===== config.mk =====
export PLATFORM = sky130hd
export DESIGN_NAME = mmap_bus_demux
export DESIGN_NICKNAME = d
export VERILOG_FILES = /design/src/rtl/mmap_bus_demux_pkg.sv /design/src/rtl/mmap_bus_demux_err_slave.sv /design/src/rtl/mmap_bus_demux.sv
export SDC_FILE = /design/constraint.sdc
export NUM_CORES = 1
export LEC_CHECK = 0
export CAP_MARGIN = 5
export CORE_AREA = 2 2 124 126
export DETAILED_ROUTE_END_ITERATION = 7
export DIE_AREA = 0 0 126 128
export GPL_TIMING_DRIVEN = 0
export HOLD_SLACK_MARGIN = 0.02
export PLACE_DENSITY = 0.55
export SLEW_MARGIN = 20
export SYNTH_ARGS = -nofsm -noshare
export SYNTH_HDL_FRONTEND = slang
export SYNTH_SLANG_ARGS = --single-unit
export TNS_END_PERCENT = 10

===== constraint.sdc =====
create_clock -name clk_i -period 4.5 [get_ports clk_i]
set_input_delay 0.45 -clock clk_i [delete_from_list [all_inputs] [get_ports clk_i]]
set_output_delay 0.45 -clock clk_i [all_outputs]
set_load 0.005 [all_outputs]

===== src/rtl/mmap_bus_demux_pkg.sv =====
// Shared memory map: region constants, rule type and the default rule table
// used by the master-to-slave bus demultiplexer.
package mmap_bus_demux_pkg;

  localparam logic [31:0] SRAM_BASE   = 32'h0000_0000;
  localparam logic [31:0] SRAM_LEN    = 32'h0010_0000;
  localparam logic [31:0] ROM_BASE    = 32'h1A00_0000;
  localparam logic [31:0] ROM_LEN     = 32'h0004_0000;
  localparam logic [31:0] STDOUT_BASE = 32'h1A10_0000;
  localparam logic [31:0] STDOUT_LEN  = 32'h0000_1000;
  localparam logic [31:0] UART_BASE   = 32'h1A33_0000;
  localparam logic [31:0] UART_LEN    = 32'h0000_0010;

  localparam logic [31:0] ERR_RDATA   = 32'hBADC_AB1E;

  typedef struct packed {
    logic [31:0] base;
    logic [31:0] len;
  } mmap_rule_t;

  localparam int MMAP_NUM_RULES = 4;

  // Index 0 is the rightmost element, so SRAM is rule 0.
  localparam mmap_rule_t [MMAP_NUM_RULES-1:0] MMAP_DEFAULT = {
    mmap_rule_t'{base: UART_BASE,   len: UART_LEN},
    mmap_rule_t'{base: STDOUT_BASE, len: STDOUT_LEN},
    mmap_rule_t'{base: ROM_BASE,    len: ROM_LEN},
    mmap_rule_t'{base: SRAM_BASE,   len: SRAM_LEN}
  };

endpackage


===== src/rtl/mmap_bus_demux_err_slave.sv =====
// Internal error slave: grants immediately and answers one cycle later.
// Holds at most one response in flight.
module mmap_err_slave (
  input  logic clk_i,
  input  logic rst_ni,
  input  logic req_i,
  output logic gnt_o,
  output logic rvalid_o,
  output logic err_o
);

  logic pend_q, pend_d;

  always_comb begin
    gnt_o  = req_i & ~pend_q;
    pend_d = gnt_o;
  end

  always_ff @(posedge clk_i) begin
    if (!rst_ni) pend_q <= 1'b0;
    else         pend_q <= pend_d;
  end

  assign rvalid_o = pend_q;
  assign err_o    = pend_q;

endmodule


===== src/rtl/mmap_bus_demux.sv =====
// Address-decoding demux from one master to NUM_SLV slaves plus an internal
// error slave; keeps responses in order by stalling on a target change.
module mmap_bus_demux
  import mmap_bus_demux_pkg::*;
#(
  parameter int NUM_SLV         = 4,
  parameter int ADDR_WIDTH      = 32,
  parameter int DATA_WIDTH      = 32,
  parameter int MAX_OUTSTANDING = 4,
  parameter mmap_rule_t [NUM_SLV-1:0] MAP = MMAP_DEFAULT
) (
  input  logic                               clk_i,
  input  logic                               rst_ni,
  input  logic                               m_req_i,
  input  logic                               m_we_i,
  input  logic [DATA_WIDTH/8-1:0]            m_be_i,
  input  logic [ADDR_WIDTH-1:0]              m_addr_i,
  input  logic [DATA_WIDTH-1:0]              m_wdata_i,
  output logic                               m_gnt_o,
  output logic                               m_rvalid_o,
  output logic [DATA_WIDTH-1:0]              m_rdata_o,
  output logic                               m_err_o,
  output logic [NUM_SLV-1:0]                 s_req_o,
  output logic                               s_we_o,
  output logic [DATA_WIDTH/8-1:0]            s_be_o,
  output logic [ADDR_WIDTH-1:0]              s_addr_o,
  output logic [DATA_WIDTH-1:0]              s_wdata_o,
  input  logic [NUM_SLV-1:0]                 s_gnt_i,
  input  logic [NUM_SLV-1:0]                 s_rvalid_i,
  input  logic [NUM_SLV-1:0][DATA_WIDTH-1:0] s_rdata_i,
  output logic                               proto_err_o
);

  localparam int SEL_W = $clog2(NUM_SLV + 1);
  localparam int CNT_W = $clog2(MAX_OUTSTANDING + 1);
  localparam logic [SEL_W-1:0]      ERR_IDX  = SEL_W'(NUM_SLV);
  localparam logic [CNT_W-1:0]      CNT_MAX  = CNT_W'(MAX_OUTSTANDING);
  localparam logic [DATA_WIDTH-1:0] ERR_DATA = DATA_WIDTH'(ERR_RDATA);

  logic [NUM_SLV-1:0] hit;
  logic [SEL_W-1:0]   sel, cur_q, cur_d;
  logic [CNT_W-1:0]   cnt_q, cnt_d;
  logic               proto_err_q, proto_err_d;
  logic               stall, slv_gnt, fire, rsp;
  logic               err_req, err_gnt, err_rvalid, err_err;

  assign s_we_o    = m_we_i;
  assign s_be_o    = m_be_i;
  assign s_addr_o  = m_addr_i;
  assign s_wdata_o = m_wdata_i;

  // Subtract-then-compare keeps regions ending at the top of the space from wrapping.
  for (genvar g = 0; g < NUM_SLV; g++) begin : g_dec
    assign hit[g] = (m_addr_i >= ADDR_WIDTH'(MAP[g].base)) &&
                    ((m_addr_i - ADDR_WIDTH'(MAP[g].base)) < ADDR_WIDTH'(MAP[g].len));
  end

  always_comb begin
    sel = ERR_IDX;
    for (int i = NUM_SLV - 1; i >= 0; i--) begin
      if (hit[i]) sel = SEL_W'(i);
    end
  end

  always_comb begin
    stall   = (cnt_q == CNT_MAX) || ((cnt_q != '0) && (sel != cur_q)) || err_rvalid;
    s_req_o = '0;
    slv_gnt = 1'b0;
    err_req = 1'b0;
    if (rst_ni && !stall) begin
      if (sel == ERR_IDX) begin
        err_req = m_req_i;
      end else begin
        for (int j = 0; j < NUM_SLV; j++) begin
          if (sel == SEL_W'(j)) begin
            s_req_o[j] = m_req_i;
            slv_gnt    = s_gnt_i[j];
          end
        end
      end
    end
  end

  mmap_err_slave u_err_slave (
    .clk_i    (clk_i),
    .rst_ni   (rst_ni),
    .req_i    (err_req),
    .gnt_o    (err_gnt),
    .rvalid_o (err_rvalid),
    .err_o    (err_err)
  );

  assign m_gnt_o = slv_gnt | err_gnt;

  always_comb begin
    m_rvalid_o  = 1'b0;
    m_rdata_o   = '0;
    m_err_o     = 1'b0;
    proto_err_d = proto_err_q;
    if (cur_q == ERR_IDX && err_rvalid) begin
      m_rvalid_o = 1'b1;
      m_err_o    = err_err;
      m_rdata_o  = ERR_DATA;
    end
    // Only the slave owning the in-flight transactions may answer.
    for (int j = 0; j < NUM_SLV; j++) begin
      if (s_rvalid_i[j]) begin
        if (cnt_q != '0 && cur_q == SEL_W'(j)) begin
          m_rvalid_o = 1'b1;
          m_rdata_o  = s_rdata_i[j];
        end else begin
          proto_err_d = 1'b1;
        end
      end
    end
    if (!rst_ni) begin
      m_rvalid_o = 1'b0;
      m_err_o    = 1'b0;
    end
  end

  always_comb begin
    fire  = m_req_i & m_gnt_o;
    rsp   = m_rvalid_o;
    cnt_d = cnt_q;
    if (fire && !rsp)      cnt_d = cnt_q + CNT_W'(1);
    else if (!fire && rsp) cnt_d = cnt_q - CNT_W'(1);
    cur_d = fire ? sel : cur_q;
  end

  always_ff @(posedge clk_i) begin
    if (!rst_ni) begin
      cnt_q       <= '0;
      cur_q       <= '0;
      proto_err_q <= 1'b0;
    end else begin
      cnt_q       <= cnt_d;
      cur_q       <= cur_d;
      proto_err_q <= proto_err_d;
    end
  end

  assign proto_err_o = proto_err_q;

  cnt_no_overflow: assert property (@(posedge clk_i) disable iff (!rst_ni)
    !(fire && !rsp && cnt_q == CNT_MAX));
  cnt_no_underflow: assert property (@(posedge clk_i) disable iff (!rst_ni)
    !(rsp && !fire && cnt_q == '0));

endmodule


# Word-level counts from Yosys, hierarchy flattened
# Cells that the tools add are included.
# word_totals
ramBits,0
input_bits,208
mem_count,0
mem_bits_ro,0
word_cells,102
reg_bits,8
latchBits,0
# classes
reduce_logical,22
div,0
n_mux,49
n_mul,0
n_bitwise,4
shifts,0
addsub,5
magnitude_cmp,8
eq_ne,10
# ops
op,count
two-way mux 32 bit,9
greater-or-equal comparator 32 x 29 -> 1 bit (second input constant),3
subtractor 32 x 29 -> 32 bit (second input constant),3
greater-or-equal comparator 32 x 1 -> 1 bit (second input constant),1
less-than comparator 32 x 13 -> 1 bit (second input constant),1
less-than comparator 32 x 19 -> 1 bit (second input constant),1
less-than comparator 32 x 21 -> 1 bit (second input constant),1
less-than comparator 32 x 5 -> 1 bit (second input constant),1
two-way mux 1 bit,32
two-way mux 3 bit,6
logical AND 1 bit,13
== test 3 x 2 -> 1 bit (second input constant),4
== test 3 bit (second input constant),3
two-way mux 4 bit,2
== test 3 x 1 -> 1 bit (second input constant),2
logical NOT 3 bit,2
adder 3 x 1 -> 3 bit (second input constant),1
logical NOT 1 bit,3
!= test 3 bit,1
nonzero test 3 bit,1
subtractor 3 x 1 -> 3 bit (second input constant),1
bitwise AND 1 bit,2
logical OR 1 bit,2
nonzero test 2 bit,1
2 further kinds,2

# Logic depth before layout (Yosys ltp)
# depth
depth_word,21
ltp_mapped,18
mapped_depth_nobuf,17

# By module
# A second synthesis with hierarchy kept.
# unflattened
cells_unflattened,390
hier_area_um2,2695.1
# modules_own_cells
module,seq_area_each_um2,area_each_um2,cells_each,n_inst
mmap_bus_demux,140.1,2652.5,386,1
mmap_err_slave,20.0,42.5,4,1

# Worst setup path before layout
# No wires, ideal clock.
# synth_timing
path_kind,input to register
start,input port m_addr_i[26]
end,register cnt_q[2]
path_buffers,1
path_slack_ns,0.593
t_required_ns,4.428
setup_time_ns,0.072
path_stages,18
arrival_time_ns,3.835
path_cell_list,buf_4 > inv_1 > ha_1 > o21ai_0 > a222oi_1 > nand4_1 > a2111oi_4 > a41oi_2 > xnor2_1 > nor3_2 > a31oi_4 > nor2_1 > ha_1 > inv_1 > fa_1 > xor2_1 > or3_1 > a21oi_1
# synth_via
elab_chain_len,20
elab_cells_between_ends,46
cone_classes,3 x add/sub; 8 x order compare; 5 x eq/ne; 13 x mux; 3 x bitwise; 14 x reduce/logical
# synth_lines
element,line,rtl
"start, declared",mmap_bus_demux.sv:17,"input logic [ADDR_WIDTH-1:0] m_addr_i,"
subtractor 32 x 29 -> 32 bit,mmap_bus_demux.sv:55,((m_addr_i - ADDR_WIDTH'(MAP[g].base)) < ADDR_WIDTH'(MAP[g].len));
less-than comparator 32 x 5 -> 1 bit,mmap_bus_demux.sv:55,
logical AND 1 bit,mmap_bus_demux.sv:54,assign hit[g] = (m_addr_i >= ADDR_WIDTH'(MAP[g].base)) &&
two-way mux 3 bit (3 in a row),mmap_bus_demux.sv:61,if (hit[i]) sel = SEL_W'(i);
two-way mux 3 bit *,mmap_bus_demux.sv:61,
branches (longest 8 deep; another with logical NOT 3 bit),n/a,
bitwise OR 1 bit *,mmap_bus_demux.sv:93,assign m_gnt_o = slv_gnt | err_gnt;
bitwise AND 1 bit *,mmap_bus_demux.sv:123,fire = m_req_i & m_gnt_o;
net fire,mmap_bus_demux.sv:44,"logic stall, slv_gnt, fire, rsp;"
logical NOT 1 bit,mmap_bus_demux.sv:127,else if (!fire && rsp) cnt_d = cnt_q - CNT_W'(1);
logical AND 1 bit,mmap_bus_demux.sv:127,
nonzero test 2 bit (no line),n/a,
"end signal, assigned",mmap_bus_demux.sv:137,cnt_q <= cnt_d;
"end, declared",mmap_bus_demux.sv:42,"logic [CNT_W-1:0] cnt_q, cnt_d;"
# Mark *: on every way through the listed nets, which the timed path passes.
# A chain may end at the register's enable or synchronous reset.

# Worst setup path in the final report
# layout_timing
start,input port m_addr_i[27]
end,output port s_req_o[3]
# layout_via
elab_chain_len,14
elab_cells_between_ends,30
cone_classes,3 x add/sub; 8 x order compare; 3 x eq/ne; 7 x mux; 9 x reduce/logical
# layout_lines
element,line,rtl
subtractor 32 x 29 -> 32 bit,mmap_bus_demux.sv:55,
less-than comparator 32 x 5 -> 1 bit,mmap_bus_demux.sv:55,
logical AND 1 bit,mmap_bus_demux.sv:54,
two-way mux 3 bit (3 in a row),mmap_bus_demux.sv:61,
two-way mux 3 bit *,mmap_bus_demux.sv:61,
!= test 3 bit,mmap_bus_demux.sv:66,stall = (cnt_q == CNT_MAX) || ((cnt_q != '0) && (sel != cur_q)) || err_rvalid;
logical AND 1 bit,mmap_bus_demux.sv:66,
logical OR 1 bit (2 in a row),mmap_bus_demux.sv:66,
logical NOT 1 bit,mmap_bus_demux.sv:70,if (rst_ni && !stall) begin
logical AND 1 bit,mmap_bus_demux.sv:70,
two-way mux 4 bit *,mmap_bus_demux.sv:70,
"end, declared",mmap_bus_demux.sv:23,"output logic [NUM_SLV-1:0] s_req_o,"
# Every way passes the cells marked *; elsewhere a longest branch is shown, timed or not.

==> summary.log <==
qor: grt.number_of_antenna_violations_at_the_first_check_in_global_routing 4
qor: floorplan.floorplan.die_area 16,100 um2
qor: grt.overflow 0
qor: cts.clk_pin_slew 40 ps
qor: job.max-cap-violations 0
qor: placed_design.gpl.final_weighted_congestion 0.904
qor: sta.finalSetupTns 0 ps
qor: cts.tritoncts built
qor: yosys.postSynthCellCount 370
qor: cts.cts.sink_count 8
qor: yosys.avgSynthCellArea 7.01 um2
qor: sta.grt_setup_unrepaired yes
qor: detailed_routing.post_drt_via_cell_ratio 4.59
qor: floorplan.area_of_the_core 14,900 um2
qor: critical_path.timing.setup.critical_path_class input pin to output pin
qor: yosys.post_synth_edffs 0
qor: critical_path.timing.critical_path.required 4050 ps
qor: yosys.yosys-top-cells-area buf_4, nand2_1, a221oi_1, dfxtp_1, a22oi_1
qor: cells_and_area.layout.nets 861
qor: yosys.synth_largest_area_cell buf_4
qor: detailed_routing.totalWireLength 14,700 um
qor: yosys.synth.yosys.seq_area_share 6.17%
qor: yosys.synth_cell_types 65
qor: outcome.result_of_the_run complete, no violations
qor: placed_design.post-dp-hpwl 12,800 um
qor: placed_design.place.port_buffers 270
qor: grt.grt_first_pass_wirelength 21,300 um
qor: sta.fmax 0.229 GHz
qor: sta.finalSetupViolCount 0
qor: detailed_routing.firstDrtPassIters 5
qor: sta.hold_violations 0
qor: yosys.synthDominantCellAreaShare 20.3%
qor: sta.final.period_utilization 97.2%
qor: floorplan.core.rowCount 45
qor: pwr.p_leak 2.33 nW
qor: yosys.synth.cell_area 2590 um2
qor: cts.clock_latency 230 ps
qor: detailed_routing.detail_route.iter0.violations 234
qor: grt.grt_max_degree 11
qor: yosys.synth_ff_type dfxtp_1
qor: cts.clock_path_buffers 2
qor: detailed_routing.vias 3,849
qor: yosys.postSynthNetCount 583
qor: detailed_routing.wl_per_instance 17.6 um
qor: floorplan.floorplan.die.height 128 um
qor: detailed_routing.postRouteAntennaNets 0
qor: sta.worst-slew-pin-transition 618 ps
qor: cts.tritoncts.num_buffers 3
qor: sta.post-route-worst-setup-slack 124 ps
qor: critical_path.crit_arrival 3930 ps
qor: pwr.vdd.ir_drop.worst 0.0971 mV
qor: floorplan.design.portCount 317
qor: floorplan.initial_core_util 17.4%
qor: sta.worst_hold_margin 475 ps
qor: grt.grtUsageTotal 16.6%
qor: yosys.synth-seq-cells 8
qor: cells_and_area.drive_gt1_share 16.6%
qor: grt.vias_in_the_first_global_route 3,802
qor: yosys.synth_top_cells_by_count buf_4, nand2_1, a221oi_1, a22oi_1, clkbuf_1
qor: placed_design.dpl.cell_count 828
qor: cts.clock_tree.root_cell clkbuf_16
qor: critical_path.critPathCaptureType output pin
qor: cts.cts-htree-levels 1
qor: sta.finClkSkew 2.74 ps
qor: yosys.yosys.cell_count.top_type buf_4
qor: floorplan.dieWidth 126 um
qor: cells_and_area.final-instance-count-excl-fill 838
qor: pwr.p_per_area 196 nW/um2
qor: critical_path.worst_setup_path_start_kind input pin
qor: placed_design.place_worst_setup_slack -622 ps
qor: sta.timing.slew.headroom 58.8%
qor: detailed_routing.drcViolationCount 0
qor: yosys.number_of_warnings_reported_in_the_yosys_synthesis_log 0
qor: pwr.power 1.12 mW
qor: sta.finalMaxSlewViolations 0
qor: sta.fin_crit 4380 ps
qor: cells_and_area.flow.area_growth_from_synthesis 120%
qor: worst_hold_path.holdCritPathClass flop to flop
qor: critical_path.critPathMaxFanout 6
qor: yosys.async_reset_ff_share 0%
## registers in the layout (all words and copies together) (netlist names)
signal             cells
proto_err_o            1
cnt_q                  3
cur_q                  3
u_err_slave.err_o      1
## critical path, cell delays in order
cell	delay [ps]
clkdlybuf4s50_1	580
o211ai_2	170
a222oi_1	470
nand4_1	270
buf_4	220
a2111oi_4	280
nand4_2	180
nand2_2	120
mux2_4	330
a31oi_4	280
nor2_1	110
clkdlybuf4s50_1	460
## cells in the final DEF, fill, tap and decap left out, drive strengths merged, types with 6 or more instances in the layout
master         synthesis  routed
nand4                  6       6
dlymetal6s2s           0       6
buf                   77      80
clkdlybuf4s50          0     261
nand2                 56      56
a22oi                 19      19
a222oi                14      14
inv                    9       8
nor2                  18      18
nor3                  13      13
a21oi                 13      13
clkbuf                19      22
dfxtp                  8       8
o21ai                 11      11
a221oi                19      19
a31oi                  6       6
## routing by layer
metal	routed length (um)	track usage, %
met5	13	0
met4	157	2.84
met3	1490	6.93
met2	7290	28.3
met1	5780	19.8
## stage by stage
| step | utilization [%] | area [um2] |
|---|---|---|
| floorplan | - | 2590 |
| global placement | 37.2 | 5530 |
| detailed placement | 37.2 | 5530 |
| CTS | 38.2 | 5670 |
| global route | 38.4 | 5710 |
| finish | 38.5 | 5720 |
## worst paths after layout
| check | start | end | slack (ps) | depth (start not counted) |
|---|---|---|---|---|
| worst min-delay path | proto_err_o | proto_err_o | 480 | 2 |
| worst min register to register | proto_err_o | proto_err_o | 480 | 2 |
| worst max register to register | cnt_q[0] | cnt_q[2] | 1210 | 13 |
| worst max-delay path | m_addr_i[27] | s_req_o[3] | 120 | 12 |
## what timing repair did
item                       4_1_cts  5_1_grt
hold endpoints to repair         0        0
setup endpoints to repair        7        6
cloned                           0        0
hold buffers                     0        0
setup buffers                    3        0
pin swaps                        5        4
resized for setup               12       11
## kinds of logic after synthesis
logic type / after synthesis / synth area share (%)
flip-flops: 8 / 6.17
multiplexers: 7 / 2.94
buffers and inverters: 106 / 26.0
adder cells (fa/ha/maj): 5 / 2.70
AND/OR/NAND/NOR: 134 / 26.2
AO/OA/AOI/OAI: 102 / 33.2
XOR/XNOR: 8 / 2.70
## power by group
group	total, mW	switching, mW	internal (mW)
clock	0.150	0.0356	0.115
sequential	0.108	0.0183	0.0898
combinational	0.863	0.348	0.514
total	1.12	0.402	0.719
## final cells by class
cell class              count  area (um2)
plain buffers              96         644
fillers                  1561        9150
repair buffers            273        2740
clock buffers               3        75.1
multi-input cells         256        1810
flip-flops and latches      8         160
well taps                 188         235
inverters                  10        41.3
diodes                      4        10.0
Note: power is estimated with default switching activity, not from simulation.
